$ cat config.mk
export PLATFORM = sky130hd
export DESIGN_NAME = coreaxitoahbl_wstrb_splitter
export DESIGN_NICKNAME = d
export VERILOG_FILES = /design/src/rtl/coreaxitoahbl_pkg.sv /design/src/rtl/coreaxitoahbl_wstrb_chunk.sv /design/src/rtl/coreaxitoahbl_wstrb_splitter.sv
export SDC_FILE = /design/constraint.sdc
export NUM_CORES = 1
export LEC_CHECK = 0
export CAP_MARGIN = 5
export CELL_PAD_IN_SITES_DETAIL_PLACEMENT = 0
export CELL_PAD_IN_SITES_GLOBAL_PLACEMENT = 2
export CORE_AREA = 3 3 63 80
export CTS_BUF_LIST = sky130_fd_sc_hd__clkbuf_4
export DETAILED_ROUTE_END_ITERATION = 12
export DIE_AREA = 0 0 66 83
export PLACE_DENSITY_LB_ADDON = 0.1
export REMOVE_ABC_BUFFERS = 1
export SLEW_MARGIN = 20
export SYNTH_ARGS = -nofsm -noshare
export SYNTH_HDL_FRONTEND = slang
export SYNTH_SLANG_ARGS = --single-unit
$ cat constraint.sdc
create_clock -name ACLK -period 5.4 [get_ports ACLK]
set_input_delay 0.81 -clock ACLK [delete_from_list [all_inputs] [get_ports ACLK]]
set_output_delay 0.81 -clock ACLK [all_outputs]
set_load 0.03 [all_outputs]
$ cat src/rtl/coreaxitoahbl_pkg.sv
// Shared CoreAXItoAHBL definitions: HSIZE codes, splitter state encoding, clog2 helper.
package coreaxitoahbl_pkg;

  localparam logic [2:0] HSIZE_BYTE  = 3'd0;
  localparam logic [2:0] HSIZE_HALF  = 3'd1;
  localparam logic [2:0] HSIZE_WORD  = 3'd2;
  localparam logic [2:0] HSIZE_DWORD = 3'd3;
  localparam logic [2:0] HSIZE_QWORD = 3'd4;

  typedef enum logic {
    ST_IDLE  = 1'b0,
    ST_SPLIT = 1'b1
  } split_state_t;

  function automatic int unsigned clog2(input int unsigned value);
    int unsigned res;
    res = 0;
    while ((32'd1 << res) < value) res++;
    return res;
  endfunction

endpackage

$ cat src/rtl/coreaxitoahbl_wstrb_chunk.sv
// Combinational chunk finder: lowest set strobe bit, largest aligned all-ones run at it, and last flag.
module coreaxitoahbl_wstrb_chunk #(
  parameter int unsigned STRB_W = 8,
  parameter int unsigned OFF_W  = 3,
  parameter int unsigned MAX_S  = 3
) (
  input  logic [STRB_W-1:0] mask_i,
  output logic [OFF_W-1:0]  offset_o,
  output logic [2:0]        size_o,
  output logic [STRB_W-1:0] chunk_o,
  output logic              last_o
);

  logic [STRB_W-1:0] cand;
  logic              grow;

  always_comb begin
    offset_o = '0;
    size_o   = 3'd0;
    cand     = '0;
    grow     = 1'b1;
    for (int i = int'(STRB_W) - 1; i >= 0; i--) begin
      if (mask_i[i]) offset_o = OFF_W'(i);
    end
    chunk_o = mask_i & (STRB_W'(1) << offset_o);
    // Alignment and contiguity both nest, so stop growing at the first failing size.
    for (int k = 1; k <= int'(MAX_S); k++) begin
      cand = STRB_W'((1 << (1 << k)) - 1) << offset_o;
      if (grow && ((int'(offset_o) & ((1 << k) - 1)) == 0) &&
          ((int'(offset_o) + (1 << k)) <= int'(STRB_W)) && ((mask_i & cand) == cand)) begin
        size_o  = 3'(k);
        chunk_o = cand;
      end else begin
        grow = 1'b0;
      end
    end
    last_o = ((mask_i & ~chunk_o) == '0);
  end

endmodule

$ cat src/rtl/coreaxitoahbl_wstrb_splitter.sv
// Splits one AXI write beat's strobe into naturally aligned AHB transfers, one per handshake.
// Optional COREAXITOAHBL_ZERO_STRB_XFER_EN: all-zero strobe emits a single null descriptor (xferNull).
module coreaxitoahbl_wstrb_splitter
  import coreaxitoahbl_pkg::*;
#(
  parameter int unsigned AXI_DWIDTH    = 64,
  parameter int unsigned AXI_STRBWIDTH = AXI_DWIDTH / 8,
  parameter int unsigned OFFSET_WIDTH  = clog2(AXI_STRBWIDTH),
  parameter int unsigned MAX_HSIZE     = 3
) (
  input  logic                     ACLK,
  input  logic                     ARESET,
  input  logic [AXI_STRBWIDTH-1:0] WSTRBIn,
  input  logic                     beatValid,
  output logic                     beatReady,
  output logic                     xferValid,
  input  logic                     xferReady,
  output logic [OFFSET_WIDTH-1:0]  xferOffset,
  output logic [2:0]               xferSize,
`ifdef COREAXITOAHBL_ZERO_STRB_XFER_EN
  output logic                     xferNull,
`endif
  output logic                     xferLast
);

  localparam int unsigned SIZE_LIM = (MAX_HSIZE < OFFSET_WIDTH) ? MAX_HSIZE : OFFSET_WIDTH;

  split_state_t             state_q, state_d;
  logic [AXI_STRBWIDTH-1:0] rem_mask_q, rem_mask_d;
  logic                     null_q, null_d;

  logic [OFFSET_WIDTH-1:0]  ck_offset;
  logic [2:0]               ck_size;
  logic [AXI_STRBWIDTH-1:0] ck_chunk;
  logic                     ck_last;
  logic                     in_split;
  logic                     accept;

  coreaxitoahbl_wstrb_chunk #(
    .STRB_W (AXI_STRBWIDTH),
    .OFF_W  (OFFSET_WIDTH),
    .MAX_S  (SIZE_LIM)
  ) u_chunk (
    .mask_i   (rem_mask_q),
    .offset_o (ck_offset),
    .size_o   (ck_size),
    .chunk_o  (ck_chunk),
    .last_o   (ck_last)
  );

  // Descriptor is a pure decode of the registered state and remaining mask.
  assign in_split   = (state_q == ST_SPLIT);
  assign xferValid  = in_split;
  assign xferOffset = in_split ? ck_offset : '0;
  assign xferSize   = in_split ? ck_size : HSIZE_BYTE;
  assign xferLast   = in_split && ck_last;
  assign beatReady  = !in_split || (ck_last && xferReady);
  assign accept     = beatValid && beatReady;
`ifdef COREAXITOAHBL_ZERO_STRB_XFER_EN
  assign xferNull   = in_split && null_q;
`endif

  always_comb begin
    state_d    = state_q;
    rem_mask_d = rem_mask_q;
    null_d     = null_q;
    if (in_split && xferReady) begin
      rem_mask_d = rem_mask_q & ~ck_chunk;
      null_d     = 1'b0;
      if (ck_last) state_d = ST_IDLE;
    end
    // New beat: covers both IDLE acceptance and back-to-back acceptance on the last transfer.
    if (accept) begin
      rem_mask_d = WSTRBIn;
      null_d     = 1'b0;
      if (WSTRBIn != '0) begin
        state_d = ST_SPLIT;
      end else begin
`ifdef COREAXITOAHBL_ZERO_STRB_XFER_EN
        state_d = ST_SPLIT;
        null_d  = 1'b1;
`else
        state_d = ST_IDLE;
`endif
      end
    end
  end

  always_ff @(posedge ACLK) begin
    if (ARESET) begin
      state_q    <= ST_IDLE;
      rem_mask_q <= '0;
      null_q     <= 1'b0;
    end else begin
      state_q    <= state_d;
      rem_mask_q <= rem_mask_d;
      null_q     <= null_d;
    end
  end

`ifndef COREAXITOAHBL_ZERO_STRB_XFER_EN
  logic unused_null;
  assign unused_null = null_q;
`endif

endmodule

## After elaboration in Yosys (flattened, before gate mapping)

Index checks and enable logic that the tools add are counted.

- Flip-flop bits (word level): 9
- Input bits: 12
- Output and inout port bits: 9
- Logic and storage cells: 67

- Add/subtract/negate cells: 3
- $lt $le $gt $ge: 3
- Equality and inequality tests: 3
- Shift-type cells: 4
- Muxes and demuxes: 24
- Bitwise gates (word level): 6
- Reduce and logical (&&, ||, !) cells: 22

Operators by type and width:

| operator | count |
|---|---|
| less-or-equal comparator 32 x 5 -> 1 bit (second input constant) | 3 |
| logical NOT 32 bit | 3 |
| AND 8 bit | 5 |
| two-way mux 8 bit | 5 |
| two-way mux 3 bit | 10 |
| equality test 8 bit | 3 |
| logical AND 1 bit | 12 |
| logical NOT 8 bit | 1 |
| NOT 8 bit | 1 |
| nonzero test 8 bit | 1 |
| left shift 1 x 3 -> 8 bit (first input constant) | 1 |
| left shift 2 x 3 -> 8 bit (first input constant) | 1 |
| left shift 4 x 3 -> 8 bit (first input constant) | 1 |
| left shift 8 x 3 -> 8 bit (first input constant) | 1 |
| two-way mux 1 bit | 7 |
| adder 3 x 4 -> 5 bit (second input constant) | 1 |
| adder 3 x 2 -> 4 bit (second input constant) | 1 |
| adder 3 x 3 -> 4 bit (second input constant) | 1 |
| two-way mux 2 bit | 2 |
| nonzero test 2 bit | 2 |
| AND reduction 2 bit | 1 |
| logical NOT 1 bit | 1 |
| logical OR 1 bit | 1 |

## Depth between registers and ports, before layout

Gate-level depths: netlist of run 1.

- Depth in word-level cells: 29
- Depth in mapped cells: 16
- Mapped depth without buffers: 14

## Cells and area by module

A second synthesis of run 1 with hierarchy kept.

- Cells, all modules: 181
- Area total of the unflattened synthesis: 1325.0 um2

By module, submodules not included:

| module | instances | cells an instance | area each (um2) | sequential area each (um2) |
|---|---|---|---|---|
| coreaxitoahbl_wstrb_chunk | 1 | 121 | 838.3 | 0.0 |
| coreaxitoahbl_wstrb_splitter | 1 | 60 | 486.7 | 180.2 |

## Least setup slack after synthesis of run 1

No wires, ideal clock.

- Path type: register to output
- From: register rem_mask_q[7]
- To: output xferLast
- Arrival: 4.003 ns
- Data required time: 4.590 ns
- Setup slack: 0.587 ns
- Stages on the path, launching flop included: 15
- Path buffers: 1
- Path through: dfxtp_1 -> clkbuf_1 -> nor2b_1 -> o21ai_0 -> o21ai_1 -> inv_1 -> ha_1 -> nor2b_1 -> a221oi_1 -> a21oi_2 -> nor4_4 -> nand2_2 -> a311o_1 -> nor4_4 -> and2_1

- Longest elaborated chain between the ends: 25
- Elaborated cells on any way between the ends: 45
- Classes of those cells: add/sub: 3; order compare: 3; eq/ne: 3; shift: 4; mux: 13; bitwise: 6; reduce/logical: 13

RTL lines:

| what | RTL line | source |
|---|---|---|
| start, declared | coreaxitoahbl_wstrb_splitter.sv:29 | `logic [AXI_STRBWIDTH-1:0] rem_mask_q, rem_mask_d;` |
| start signal, assigned | coreaxitoahbl_wstrb_splitter.sv:96 | `rem_mask_q <= rem_mask_d;` |
| two-way mux 3 bit (8 in a row) | coreaxitoahbl_wstrb_chunk.sv:23 | `if (mask_i[i]) offset_o = OFF_W'(i);` |
| adder 3 x 2 -> 4 bit / left shift 2 x 3 -> 8 bit (equally long branches) | coreaxitoahbl_wstrb_chunk.sv:30, coreaxitoahbl_wstrb_chunk.sv:28 |  |
| less-or-equal comparator 32 x 5 -> 1 bit / AND 8 bit (equally long branches) | coreaxitoahbl_wstrb_chunk.sv:30 | `((int'(offset_o) + (1 << k)) <= int'(STRB_W)) && ((mask_i & cand) == cand)) begin` |
| logical AND 1 bit / equality test 8 bit (equally long branches) | coreaxitoahbl_wstrb_chunk.sv:29, coreaxitoahbl_wstrb_chunk.sv:30 |  |
| logical AND 1 bit | coreaxitoahbl_wstrb_chunk.sv:30 |  |
| two-way mux 1 bit | coreaxitoahbl_wstrb_chunk.sv:29 | `if (grow && ((int'(offset_o) & ((1 << k) - 1)) == 0) &&` |
| logical AND 1 bit (2 in a row) | coreaxitoahbl_wstrb_chunk.sv:29 |  |
| logical AND 1 bit | coreaxitoahbl_wstrb_chunk.sv:30 |  |
| two-way mux 1 bit | coreaxitoahbl_wstrb_chunk.sv:29 |  |
| logical AND 1 bit (2 in a row) | coreaxitoahbl_wstrb_chunk.sv:29 |  |
| logical AND 1 bit | coreaxitoahbl_wstrb_chunk.sv:30 |  |
| two-way mux 8 bit | coreaxitoahbl_wstrb_chunk.sv:29 |  |
| NOT 8 bit | coreaxitoahbl_wstrb_chunk.sv:37 | `last_o = ((mask_i & ~chunk_o) == '0);` |
| AND 8 bit * | coreaxitoahbl_wstrb_chunk.sv:37 |  |
| logical NOT 8 bit * | coreaxitoahbl_wstrb_chunk.sv:37 |  |
| logical AND 1 bit * | coreaxitoahbl_wstrb_splitter.sv:56 | `assign xferLast = in_split && ck_last;` |
| end, declared | coreaxitoahbl_wstrb_splitter.sv:23 | `output logic xferLast` |

Every way passes the cells marked *; elsewhere a longest branch is shown, timed or not.

## Worst setup path after layout of run 1

- From: register rem_mask_q[5]
- To: output beatReady

- Longest elaborated chain between the ends: 24
- Elaborated cells on any way between the ends: 44
- Classes of those cells: add/sub: 3; order compare: 3; eq/ne: 3; shift: 4; mux: 11; bitwise: 6; reduce/logical: 14

RTL lines:

| what | RTL line | source |
|---|---|---|
| two-way mux 3 bit (6 in a row) | coreaxitoahbl_wstrb_chunk.sv:23 |  |
| adder 3 x 2 -> 4 bit / left shift 2 x 3 -> 8 bit (equally long branches) | coreaxitoahbl_wstrb_chunk.sv:30, coreaxitoahbl_wstrb_chunk.sv:28 |  |
| less-or-equal comparator 32 x 5 -> 1 bit / AND 8 bit (equally long branches) | coreaxitoahbl_wstrb_chunk.sv:30 |  |
| logical AND 1 bit / equality test 8 bit (equally long branches) | coreaxitoahbl_wstrb_chunk.sv:29, coreaxitoahbl_wstrb_chunk.sv:30 |  |
| logical AND 1 bit | coreaxitoahbl_wstrb_chunk.sv:30 |  |
| two-way mux 1 bit | coreaxitoahbl_wstrb_chunk.sv:29 |  |
| logical AND 1 bit (2 in a row) | coreaxitoahbl_wstrb_chunk.sv:29 |  |
| logical AND 1 bit | coreaxitoahbl_wstrb_chunk.sv:30 |  |
| two-way mux 1 bit | coreaxitoahbl_wstrb_chunk.sv:29 |  |
| logical AND 1 bit (2 in a row) | coreaxitoahbl_wstrb_chunk.sv:29 |  |
| logical AND 1 bit | coreaxitoahbl_wstrb_chunk.sv:30 |  |
| two-way mux 8 bit | coreaxitoahbl_wstrb_chunk.sv:29 |  |
| NOT 8 bit | coreaxitoahbl_wstrb_chunk.sv:37 |  |
| AND 8 bit * | coreaxitoahbl_wstrb_chunk.sv:37 |  |
| logical NOT 8 bit * | coreaxitoahbl_wstrb_chunk.sv:37 |  |
| logical AND 1 bit * | coreaxitoahbl_wstrb_splitter.sv:57 | `assign beatReady = !in_split \|\| (ck_last && xferReady);` |
| logical OR 1 bit * | coreaxitoahbl_wstrb_splitter.sv:57 |  |
| end, declared | coreaxitoahbl_wstrb_splitter.sv:15 | `output logic beatReady,` |

Marks and branches as above.

==> flow_summary.yaml, run 1 <==
outcome:
  status: "completed"
job:
  maxCapViolCount: 0
synthesis:
  synth_async_sr_flop_share: 0
  synth_ff_type: "dfxtp_1"
  ys_top_cells_by_area: "dfxtp_1 (13%), nor2_1 (6.7%), ha_1 (5.6%)"
  synth.cell_area_mm2: 0.00134
  synth_edf_count: 0
  ys_seq_area_frac: 0.134
  syn_avg_cell_area_um2: 7.32
  synth-seq-cells: 9
  synth_top_area_frac: 0.134
  synth_cell_types: 59
  ys_warn_count: 0
  synthCells: 183
  synth_top_cell_by_area: "dfxtp_1"
power:
  seqPwrFrac: 0.176
  switching_power_w: 0.000257
  p_sw_frac: 0.520
  peakVddDrop_uv: 122
  clkPwrFrac: 0.123
  comb_power_share: 0.702
  p_leak_nw: 0.571
  internal-power_w: 0.000237
  p_per_area_mw_per_mm2: 306
routing:
  dr.pass1.iters: 4
  post_drt_wl_per_cell_um: 17.9
  wl_um: 4630
  first_iter_violations: 66
  ant_nets: 0
  drc_errors: 0
  via_per_inst: 5.89
  vias: 1520
final_layout:
  mostFrequentLayoutCells: "nor2_1 (24), clkdlybuf4s50_1 (17), nand2_1 (16), inv_1 (10)"
  finalNetCount: 219
  utilization: 0.371
  design_area_mm2: 0.00162
  antenna_cells: 0
  n_fill_cell: 448
  final_common_cell: "nor2_1"
  syn_to_final_growth_pct: 20.7
  drive_gt1_frac: 0.155
hold_path:
  hold_class: "flop to flop"
  hold_start: "xferValid$_SDFFE_PP0P_"
  holdPathStages: 2
  min_to: "rem_mask_q[0]$_SDFFE_PP0P_"
sta:
  fin_skew_ps: 3.09
  tns_ps: 0
  holdWs_ps: 700
  fin_crit_ps: 5030
  fmax_ghz: 0.199
  finalMaxSlewViolations: 0
  hold_viol_final: 0
  rsz0062_at_grt: "false"
  setup_violations: 0
  fin_crit_sh: 0.931
  maxSlewHeadroom: 0.359
  tightest_slew_ps: 949
  fin_ws_ps: 374
critical_path:
  cp_top_family: "compound AO/OA/AOI/OAI gates"
  crit_type: "flop to output port"
  worstPathArrival_ps: 4220
  cpMaxStageDelayCell: "a2111oi_2"
  r2r-start: "rem_mask_q[5]$_SDFFE_PP0P_"
  rr_worst_depth: 14
  r2r_slack_ps: 990
  crit_required_ps: 4590
  end_kind: "output port"
  crit_fanout: 10
  rr_endpoint: "rem_mask_q[1]$_SDFFE_PP0P_"
  start_kind: "flop"
  worst-path-buf-inv: 2
  cp_cell_sequence: "o311ai_1 > and2_1 > inv_1 > ha_1 > nor2b_1 > a2111oi_2 > nand2_1 > nor4_1 > nand2_2 > a311o_1 > nor4_4 > a21o_1 > buf_4"
  critical-path-max-stage-delay_ps: 510
die:
  fp.coreArea_mm2: 0.00436
  rows: 27
  io_pins: 21
  initial_core_util: 0.307
  chipWidth_um: 66
  fp.dieArea_mm2: 0.00548
  die_height_um: 83
place:
  place.gp.congestion: 0.902
  io_buffers: 19
  dpl.hpwl_um: 3750
  place_ws_ps: 477
  placed_area_mm2: 0.00158
clocking:
  cts_tree: "yes"
  h-tree-depth: 1
  clkSlewWorstSetupHoldPaths_ps: 70
  cts_made_buffers: 3
  root_buffer: "clkbuf_4"
  cts.path.max_buffers: 2
  clock_latency_ps: 270
  clock_sinks: 9
global_route:
  grt_usage: 0.172
  grt_pass1_wl_um: 7340
  overflow: 0
  antenna_found_initial: 0
  grt_pass1_vias: 1504
  grt_max_degree: 14
==> through the flow <==
stage	total power (W)	std cells
floorplan	0.000319	170
global placement	0.000431	253
detailed placement	0.000425	253
CTS	0.000486	257
global route	0.000527	258
finish	0.000495	258
==> worst reg2reg max path, delay by kind of cell (launching register included) <==
| kind | cells | cell delay (ps) |
|---|---|---|
| simple gates | 7 | 1590 |
| flops | 1 | 420 |
| buf+inv | 2 | 320 |
| fa+ha+maj | 1 | 270 |
| compound gates | 4 | 1700 |
==> cells in the mapped netlist (4+ instances only) <==
| library cell | number |
|---|---|
| a21oi_1 | 6 |
| and2_1 | 4 |
| clkbuf_1 | 8 |
| dfxtp_1 | 9 |
| ha_1 | 6 |
| inv_1 | 10 |
| nand2_1 | 16 |
| nand3_1 | 4 |
| nand4_1 | 5 |
| nor2_1 | 24 |
| nor2b_1 | 4 |
| nor3_1 | 8 |
| o21ai_0 | 8 |
| o311ai_0 | 4 |
| or4_1 | 4 |
==> what timing repair did <==
action / 4_1_cts / 5_1_grt
setup buffers: 0 / 1
setup endpoints to repair: 0 / 2
hold buffers: 0 / 0
endpoints found under the hold margin: 0 / 0
gates resized for setup: 0 / 1
==> worst max path at each step <==
| stage | cells past startpoint | startpoint | to |
|---|---|---|---|
| 6_report | 13 | rem_mask_q[5]$_SDFFE_PP0P_ | beatReady |
| 3_3_place_gp | 13 | rem_mask_q[5]$_SDFFE_PP0P_ | beatReady |
| 4_1_cts | 13 | rem_mask_q[5]$_SDFFE_PP0P_ | beatReady |
| 3_5_place_dp | 13 | rem_mask_q[5]$_SDFFE_PP0P_ | beatReady |
| 5_1_grt | 13 | rem_mask_q[5]$_SDFFE_PP0P_ | beatReady |
| 2_1_floorplan | 13 | rem_mask_q[2]$_SDFFE_PP0P_ | xferLast |
==> per-layer routing <==
layer  vias to the layer above  global-route usage  wire length [µm]
li1                        733                   -                 -
met1                       719               0.190              1850
met2                        55               0.320              2440
met3                        13              0.0176               198
met4                         0              0.0721               142
met5                         -                   0                 0
==> sequential cells by signal, summed over array words and instances (netlist names) <==
name,flops
rem_mask_q,8
xferValid,1
==> area by class of cell <==
type	count	area, µm²	share of cell area
multi-input cells	150	1060	0.653
repair buffers	26	238	0.147
flip-flops and latches	9	180	0.111
well taps	58	72.6	0.0449
inverters	11	41.3	0.0255
clock buffers	4	30.0	0.0186
==> power groups by stage <==
stage / sequential [W] / clock [W] / combinational, W
floorplan: 0.0000916 / 0 / 0.000227
global placement: 0.0000881 / 0 / 0.000343
detailed placement: 0.0000883 / 0 / 0.000337
CTS: 0.0000868 / 0.0000603 / 0.000339
global route: 0.0000888 / 0.0000639 / 0.000374
finish: 0.0000870 / 0.0000606 / 0.000347
==> cells by family after synthesis <==
kind of cell | Yosys count | synth area share
buffers and inverters | 24 | 0.0775
flip-flops | 9 | 0.134
AO/OA/AOI/OAI | 56 | 0.354
AND/OR/NAND/NOR | 84 | 0.353
other | 1 | 0.00280
multiplexers | 3 | 0.0224
adder cells (fa/ha/maj) | 6 | 0.0560
Power figures use the tool's default switching activity.
==> run 2, diff against run 1 <==
--- a/config.mk
+++ b/config.mk
@@ -5,6 +5,7 @@
 export SDC_FILE = /design/constraint.sdc
 export NUM_CORES = 1
 export LEC_CHECK = 0
+export ABC_CLOCK_PERIOD_IN_PS = 5400
 export CAP_MARGIN = 5
 export CELL_PAD_IN_SITES_DETAIL_PLACEMENT = 0
 export CELL_PAD_IN_SITES_GLOBAL_PLACEMENT = 2
==> results of run 2 <==
Same layout as run 1: the final DEF is identical, and so are final timing and power.
